`src/rtl/ex_hilo_ctrl_pkg.sv`:
```
// Shared definitions for the EX-stage HI/LO controller.
// Latency: n/a (types and constants only).
// Backpressure: n/a.
package ex_hilo_ctrl_pkg;

    localparam logic [2:0] HILO_OP_NONE  = 3'd0;
    localparam logic [2:0] HILO_OP_MULT  = 3'd1;
    localparam logic [2:0] HILO_OP_MULTU = 3'd2;
    localparam logic [2:0] HILO_OP_DIV   = 3'd3;
    localparam logic [2:0] HILO_OP_DIVU  = 3'd4;
    localparam logic [2:0] HILO_OP_MTHI  = 3'd5;
    localparam logic [2:0] HILO_OP_MTLO  = 3'd6;

    localparam int DIV_STEPS = 32;

    typedef enum logic [1:0] {
        ST_IDLE = 2'd0,
        ST_MUL  = 2'd1,
        ST_DIV  = 2'd2,
        ST_DONE = 2'd3
    } hilo_state_t;

    // Magnitude of a 32-bit value; 0x80000000 maps to itself, which is the
    // correct unsigned magnitude.
    function automatic logic [31:0] abs32(input logic [31:0] v, input logic sgn);
        return (sgn && v[31]) ? (~v + 32'd1) : v;
    endfunction

endpackage

```
`src/rtl/ex_div_iter.sv`:
```
// Restoring divider core: unsigned 32/32, one quotient bit per enabled cycle.
// Latency: DIV_STEPS enabled cycles after start; last_o flags the final step.
// Backpressure: none; steps only while en_i is high, start_i reloads at any time.
module ex_div_iter
    import ex_hilo_ctrl_pkg::*;
(
    input  logic        clk,
    input  logic        rst_n,
    input  logic        start_i,
    input  logic        en_i,
    input  logic [31:0] dividend_i,
    input  logic [31:0] divisor_i,
    output logic [31:0] quotient_o,
    output logic [31:0] remainder_o,
    output logic        last_o
);

    logic [31:0] rem_q, quo_q, dvs_q;
    logic [4:0]  cnt_q;
    logic [32:0] shifted;
    logic        take;
    logic [31:0] rem_d, quo_d;

    // One restoring step: shift in the next dividend bit, subtract if it fits.
    // The running remainder is always below the divisor, so 32 bits hold it.
    always_comb begin
        shifted = {rem_q, quo_q[31]};
        take    = shifted[32] || (shifted[31:0] >= dvs_q);
        rem_d   = take ? (shifted[31:0] - dvs_q) : shifted[31:0];
        quo_d   = {quo_q[30:0], take};
    end

    // Shift registers: the quotient register starts out holding the dividend.
    always_ff @(posedge clk or negedge rst_n) begin
        if (!rst_n) begin
            rem_q <= '0;
            quo_q <= '0;
            dvs_q <= '0;
            cnt_q <= '0;
        end else if (start_i) begin
            rem_q <= '0;
            quo_q <= dividend_i;
            dvs_q <= divisor_i;
            cnt_q <= '0;
        end else if (en_i) begin
            rem_q <= rem_d;
            quo_q <= quo_d;
            cnt_q <= cnt_q + 5'd1;
        end
    end

    // Results are the post-step values so the caller can capture them on the last edge.
    assign quotient_o  = quo_d;
    assign remainder_o = rem_d;
    assign last_o      = en_i && (cnt_q == 5'(DIV_STEPS - 1));

endmodule

```
`src/rtl/ex_hilo_ctrl.sv`:
```
// EX-stage HI/LO owner: sequences MULT/MULTU, DIV/DIVU and MTHI/MTLO.
// Latency: mul 1+MUL_CYCLES stall cycles, div 33, div-by-zero 1, MT none; then a one-cycle done.
// Backpressure: stall (combinational) holds IF/ID/EX while a mult/div runs; flush aborts.
module ex_hilo_ctrl
    import ex_hilo_ctrl_pkg::*;
#(
    parameter int MUL_CYCLES = 4
) (
    input  logic        clk,
    input  logic        rst_n,
    input  logic        op_valid,
    input  logic [2:0]  op,
    input  logic [31:0] src_a,
    input  logic [31:0] src_b,
    input  logic        flush,
    output logic        stall,
    output logic        done,
    output logic [31:0] hi,
    output logic [31:0] lo
);

    hilo_state_t state_q;
    logic [31:0] hi_q, lo_q;
    logic [63:0] prod_q;
    logic [3:0]  mul_cnt_q;
    logic        done_q;
    logic        qneg_q, rneg_q;

    logic        is_mul, is_div, is_sdiv, accept;
    logic [63:0] mul_a_ext, mul_b_ext, mul_prod;
    logic [31:0] div_quo, div_rem, quo_fix, rem_fix;
    logic        div_last;

    // Decode and accept; reset also blocks acceptance so stall drops at once.
    always_comb begin
        is_mul  = (op == HILO_OP_MULT) || (op == HILO_OP_MULTU);
        is_div  = (op == HILO_OP_DIV)  || (op == HILO_OP_DIVU);
        is_sdiv = (op == HILO_OP_DIV);
        accept  = rst_n && (state_q == ST_IDLE) && op_valid && !flush && (is_mul || is_div);
        stall   = accept || (state_q == ST_MUL) || (state_q == ST_DIV);
    end

    // 64-bit product: sign- or zero-extended operands, low 64 bits are exact for both.
    always_comb begin
        mul_a_ext = (op == HILO_OP_MULT) ? {{32{src_a[31]}}, src_a} : {32'd0, src_a};
        mul_b_ext = (op == HILO_OP_MULT) ? {{32{src_b[31]}}, src_b} : {32'd0, src_b};
        mul_prod  = mul_a_ext * mul_b_ext;
    end

    ex_div_iter u_div (
        .clk         (clk),
        .rst_n       (rst_n),
        .start_i     (accept && is_div),
        .en_i        (state_q == ST_DIV),
        .dividend_i  (abs32(src_a, is_sdiv)),
        .divisor_i   (abs32(src_b, is_sdiv)),
        .quotient_o  (div_quo),
        .remainder_o (div_rem),
        .last_o      (div_last)
    );

    // Sign fix applied at the write: quotient by sign(a)^sign(b), remainder by sign(a).
    always_comb begin
        quo_fix = qneg_q ? (~div_quo + 32'd1) : div_quo;
        rem_fix = rneg_q ? (~div_rem + 32'd1) : div_rem;
    end

    // Control FSM plus HI/LO registers; flush overrides everything else.
    always_ff @(posedge clk or negedge rst_n) begin
        if (!rst_n) begin
            state_q   <= ST_IDLE;
            hi_q      <= '0;
            lo_q      <= '0;
            prod_q    <= '0;
            mul_cnt_q <= '0;
            done_q    <= 1'b0;
            qneg_q    <= 1'b0;
            rneg_q    <= 1'b0;
        end else begin
            done_q <= 1'b0;
            if (flush) begin
                state_q <= ST_IDLE;
            end else begin
                case (state_q)
                    ST_IDLE: begin
                        if (accept && is_mul) begin
                            prod_q    <= mul_prod;
                            mul_cnt_q <= 4'(MUL_CYCLES - 1);
                            state_q   <= ST_MUL;
                        end else if (accept) begin
                            qneg_q <= is_sdiv && (src_a[31] ^ src_b[31]);
                            rneg_q <= is_sdiv && src_a[31];
                            if (src_b == 32'd0) begin
                                state_q <= ST_DONE;
                                done_q  <= 1'b1;
                            end else begin
                                state_q <= ST_DIV;
                            end
                        end else if (op_valid && (op == HILO_OP_MTHI)) begin
                            hi_q <= src_a;
                        end else if (op_valid && (op == HILO_OP_MTLO)) begin
                            lo_q <= src_a;
                        end
                    end
                    ST_MUL: begin
                        if (mul_cnt_q == 4'd0) begin
                            {hi_q, lo_q} <= prod_q;
                            state_q      <= ST_DONE;
                            done_q       <= 1'b1;
                        end else begin
                            mul_cnt_q <= mul_cnt_q - 4'd1;
                        end
                    end
                    ST_DIV: begin
                        if (div_last) begin
                            lo_q    <= quo_fix;
                            hi_q    <= rem_fix;
                            state_q <= ST_DONE;
                            done_q  <= 1'b1;
                        end
                    end
                    default: state_q <= ST_IDLE;
                endcase
            end
        end
    end

    assign done = done_q;
    assign hi   = hi_q;
    assign lo   = lo_q;

endmodule
```
`config.mk`:
```
export PLATFORM = sky130hd
export DESIGN_NAME = ex_hilo_ctrl
export DESIGN_NICKNAME = d
export VERILOG_FILES = /design/src/rtl/ex_hilo_ctrl_pkg.sv /design/src/rtl/ex_div_iter.sv /design/src/rtl/ex_hilo_ctrl.sv
export SDC_FILE = /design/constraint.sdc
export NUM_CORES = 2
export LEC_CHECK = 0
export ABC_AREA = 1
export CORE_MARGIN = 3
export CORE_UTILIZATION = 49
export DETAILED_ROUTE_END_ITERATION = 8
export PLACE_DENSITY = 0.68
export SETUP_SLACK_MARGIN = 0.3
export SLEW_MARGIN = 15
export SYNTH_ARGS = -nofsm -noshare
export SYNTH_HDL_FRONTEND = slang
export SYNTH_HIERARCHICAL = 1
export SYNTH_SLANG_ARGS = --single-unit
export TNS_END_PERCENT = 20
```
`constraint.sdc`:
```
create_clock -name clk -period 3.1 [get_ports clk]
set_clock_uncertainty 0.1 [all_clocks]
set_input_delay 0.62 -clock clk [delete_from_list [all_inputs] [get_ports clk]]
set_output_delay 0.62 -clock clk [all_outputs]
set_load 0.05 [all_outputs]
```
======== Word-level counts from Yosys, hierarchy flattened ========
Cells that the tools add are included.
word-level totals
  bits in registers ....................... 238
  input port bits ......................... 71
  output and inout bits ................... 66
  word-level logic and storage cells ...... 123
cells by class
  $add $sub $neg .......................... 7
  $mul .................................... 1
  order comparisons ....................... 1
  equal/unequal tests ..................... 21
  multiplexer cells ....................... 43
  bitwise gates (word level) .............. 7
  reductions and logical operators ........ 31
operators with widths
  cell                                                    count
  two-way mux 32 bit                                      20
  one-hot mux 32 bit (3 select lines)                     2
  adder 32 x 1 -> 32 bit (second input constant)          4
  two-way mux 64 bit                                      2
  inverter 32 bit                                         4
  multiplier 64 x 64 -> 64 bit                            1
  greater-or-equal comparator 32 bit                      1
  logical NOT 32 bit                                      1
  subtractor 32 bit                                       1
  logical AND 1 bit                                       12
  two-way mux 2 bit                                       5
  two-way mux 5 bit                                       2
  inequality test 2 bit (second input constant)           5
  == test 3 bit (second input constant)                   3
  two-way mux 4 bit                                       2
  inequality test 2 x 1 -> 1 bit (second input constant)  4
  one-hot mux 4 bit (2 select lines)                      1
  AND reduction 4 bit                                     2
  AND reduction 8 bit                                     1
  two-way mux 1 bit                                       7
  AND reduction 7 bit                                     1
  == test 3 x 2 -> 1 bit (second input constant)          2
  logical OR 1 bit                                        6
  one-hot mux 2 bit (3 select lines)                      1
  18 further kinds                                        21

======== Depth between registers and ports, before layout ========
  depth after elaboration ................. 9
  depth in mapped cells ................... 44
  depth with buffers taken out ............ 43

======== Modules after synthesis ========
Netlist, hierarchy kept.
modules (own cells, without submodules)
  module        instances  cells an instance  area each (µm²)  seq. area each (µm²)
  ex_hilo_ctrl  1          7524               59214.3          3428.3
  ex_div_iter   1          1095               7363.3           2527.4

======== Least setup slack after synthesis ========
Ideal clock, no wire load.
  path kind ............................... input to register
  start ................................... input op[1]
  end ..................................... register prod_q[63]
  library setup time ...................... 0.118 ns
  arrival time ............................ 8.893 ns
  data required time ...................... 2.882 ns
  setup slack ............................. -6.011 ns
  cell stages on the path ................. 32
  path buffers ............................ 2
  cell sequence ........................... inv_2 > nand3_2 > clkbuf_1 > clkbuf_1 > nor2_1 > nand2_1 > fa_1 > inv_1 > fa_1 > fa_1 > fa_1 > fa_1 > inv_1 > fa_1 > inv_1 > fa_1 > inv_1 > fa_1 > inv_1 > fa_1 > inv_1 > fa_1 > inv_1 > ha_1 > nand2_1 > nor4_1 > nand2_1 > nand3b_1 > nand2_1 > nand3_1 > nand3_1 > nand2_1
between the ends
  longest elaborated chain between the ends .. 6
  elaborated cells between the ends (all ways) .. 13
  those cells by class .................... mul: 1; eq/ne: 4; mux: 2; reduce/logical: 6
RTL lines
  element                                                                               RTL line            text
  from (decl)                                                                           ex_hilo_ctrl.sv:12  input logic [2:0] op,
  parallel branches: the longest is 6 deep, another holds multiplier 64 x 64 -> 64 bit  --
  to (signal assigned)                                                                  ex_hilo_ctrl.sv:87  prod_q <= mul_prod;
  to (decl)                                                                             ex_hilo_ctrl.sv:24  logic [63:0] prod_q;
Several ways; the timed one is not identified.
A chain may end at the register's enable or synchronous reset.

======== Final worst setup path ========
  start ................................... input src_a[31]
  end ..................................... register prod_q[43]
between the ends
  longest elaborated chain between the ends .. 2
RTL lines
  element                       RTL line            text
  from (decl)                   ex_hilo_ctrl.sv:13  input logic [31:0] src_a,
  two-way mux 64 bit            ex_hilo_ctrl.sv:45  mul_a_ext = (op == HILO_OP_MULT) ? {{32{src_a[31]}}, src_a} : {32'd0, src_a};
  multiplier 64 x 64 -> 64 bit  ex_hilo_ctrl.sv:47  mul_prod = mul_a_ext * mul_b_ext;
Every way passes these cells.

==> metrics.yaml <==
route:
  avgViaCountPerCell: 5.23
  wirelength_um: 246000
  wl_per_cell_um: 21.2
  antenna_left: 0
  drc_errors: 0
  vias: 60600
  drt_pass1_iterations: 7
  drtIter0Drc: 5183
synth:
  synthSimpleGateAreaFrac_pct: 18.7
  yosysWarnings: 6
  synth_edf_count: 0
  synth_nets: 10500
  synth_compound_area_share_pct: 5.11
  ys_dominant_reg_cell: "dfrtp_1"
  synthCells: 8619
  yosysTopAreaCell: "fa_1"
  netlist-cell-type-count: 62
  netlist.area_leader.share_pct: 42.7
  synth_area_per_cell_um2: 7.72
  synth_area_um2: 66600
  synth_top_family_by_area: "adder cells"
  synthMuxAreaShare_pct: 0
  synth-async-reset-ratio_pct: 100
  yosys-top-cells-count: "2420 x inv_1, 2101 x nand2_1, 1420 x fa_1"
  synthAdderAreaFrac_pct: 49.4
  ys_seq_elements: 238
  synth.most_common_cell: "inv_1"
  synthXorXnorAreaFrac_pct: 1.59
  yosys-top-cells-area: "fa_1 43%, inv_1 14%, nand2_1 12%, dfrtp_1 8.9%, ha_1 6.7%"
  yosysSeqAreaShare_pct: 8.95
clocking:
  cts_root_buffer: "clkbuf_16"
  clk_pin_slew_ns: 0.07
  cts_buffer_depth: 3
  htreeDepth: 1
  clk_latency_ns: 0.61
  cts_buffers: 28
  postCtsHoldBufs: 0
  cts_tree: "yes"
  clkSinkCount: 238
floorplan:
  ios: 137
  initial_core_util_pct: 49.6
  core_area_um2: 134000
  die_h_um: 375
  num_rows: 134
  fp.dieW_um: 375
  die-area_um2: 140000
setup_path:
  worstPathRequired_ns: 3.45
  setup.worst_path.class: "in2reg"
  cp.arrival_ns: 8.76
  cp_num_buf_inv: 13
  slowest_delay_ns: 0.59
  worstPathMaxFanout: 7
  worst_path_max_delay_cell: "fa_2"
  end_kind: "flip-flop"
  start_kind: "primary input"
  cp_common_cell: "fa_1"
  crit_family: "adder cells"
cells_and_area:
  multi_input_area_um2: 52700
  layout.nets: 11600
  utilization_pct: 63.4
  seqCellArea_um2: 5960
  fillers: 11500
  syn_to_final_growth_pct: 27.8
  final_layout_size_suffix_gt1_share_pct: 23.2
sta:
  finalMaxSlewViolations: 0
  relSlewSlack_pct: 39.4
  rsz0062_at_grt: "true"
  hold_viol: 0
  worst_pin_slew_ns: 0.908
  fin_crit_sh_pct: 271
  max_freq_ghz: 0.119
  setup_viol: 121
  finalWorstSetupSlack_ns: -5.31
  min_period_ns: 8.41
min_path:
  hold_path_class: "in2async"
global_routing:
  top_usage_layer: "met2"
  grt_start_max_net_pins: 116
  gr-usage-met2_pct: 56.4
  grt_first_pass_wirelength_um: 373000
  grtUsageTotal_pct: 34.9
  grt_pass1_vias: 63500
  antenna_found_initial: 9
  grt_use_met3_pct: 6.22
  grtUsageMet1_pct: 44.5
  grt-ovfl-total: 0
status:
  status: "finished, violations left"
  violations: "setup timing"
placed_design:
  port-buffer-count: 136
  dp_hpwl_um: 203000
  place_congestion: 1.04
  dp_slack_ns: -6.40
run:
  drv_cap: 0
## flip-flops by register name, summed over array words and instances, names as in the netlist
signal,cells
u_div/cnt_q,5
done,1
prod_q,64
u_div/dvs_q,32
qneg_q,1
u_div/quo_q,32
hi,32
mul_cnt_q,4
state_q,2
u_div/rem_q,32
lo,32
rneg_q,1
## worst reg2reg max path, delay by kind of cell (launching register included)
family	cells	cell delay, ns
buf+inv	7	0.90
simple gates	11	1.14
fa+ha+maj	2	0.61
flops	1	0.33
compound gates	7	0.89
## final timing paths
check	start	to	slack, ns	cells past startpoint
hold reg to reg	u_div/dvs_q[0]	u_div/dvs_q[0]	0.39	2
setup reg to reg	u_div/quo_q[31]	hi[14]	-1.01	27
hold / removal	rst_n	prod_q[18]	0.05	2
min in group clk	u_div/dvs_q[0]	u_div/dvs_q[0]	0.39	2
setup / recovery	src_a[31]	prod_q[43]	-5.31	34
max in group asynchronous	rst_n	u_div/quo_q[25]	1.56	3
## layout by cell type (no fill, tap or decap), drive strengths merged, types with 9 or more instances in the layout
cell / instances
inv: 2438
diode: 9
buf: 1418
dfrtp: 238
clkdlybuf4s50: 73
o21ai: 275
nand3b: 13
nor3: 65
nand4: 46
o22ai: 12
nor2: 507
and2: 10
a21oi: 198
or2: 38
o211ai: 17
ha: 356
xor2: 74
clkbuf: 71
nand2: 2134
a21o: 10
xnor2: 47
fa: 1420
a31oi: 29
nand3: 230
clkinv: 9
o221ai: 21
## layer usage
layer  vias up  wire length, µm
li1      27100                -
met3       693            22900
met2      2724           112000
met5         -               49
met1     30100            92600
met4         6            17600
## metrics by stage
step	cells	setup TNS, ns	hold slack [ns]	area (µm²)
floorplan	8619	-270.07	0.224	67100
global placement	11400	-376.15	0.360	79400
detailed placement	11400	-382.60	0.372	79400
CTS	11500	-305.95	0.0443	83000
global route	11600	-333.00	0.0655	85000
finish	11600	-307.21	0.0483	85100
## layout make-up
| class | instances | area share, % |
|---|---|---|
| clock buffers | 36 | 0.882 |
| well taps | 1768 | 2.60 |
| multi-input cells | 5557 | 62.0 |
| repair buffers | 1533 | 16.5 |
| inverters | 2440 | 10.8 |
| diodes | 9 | 0.0265 |
| flip-flops and latches | 238 | 7.00 |
| clock inverters | 13 | 0.199 |
## what timing repair did
| action | CTS | global route |
|---|---|---|
| endpoints found under the setup margin | 144 | 164 |
| setup buffers | 72 | 68 |
| gates cloned | 9 | 7 |
| gates resized for setup | 573 | 437 |
| pin swaps | 215 | 219 |
## logic make-up after synthesis
family | after synthesis
flip-flops | 238
XOR/XNOR | 121
AO/OA/AOI/OAI | 605
adder cells (fa/ha/maj) | 1776
buffers and inverters | 2824
AND/OR/NAND/NOR | 3055
Power is left out: the tool's default activity adds up to more than one toggle a clock period on the data nets, which glitch-free logic cannot reach.
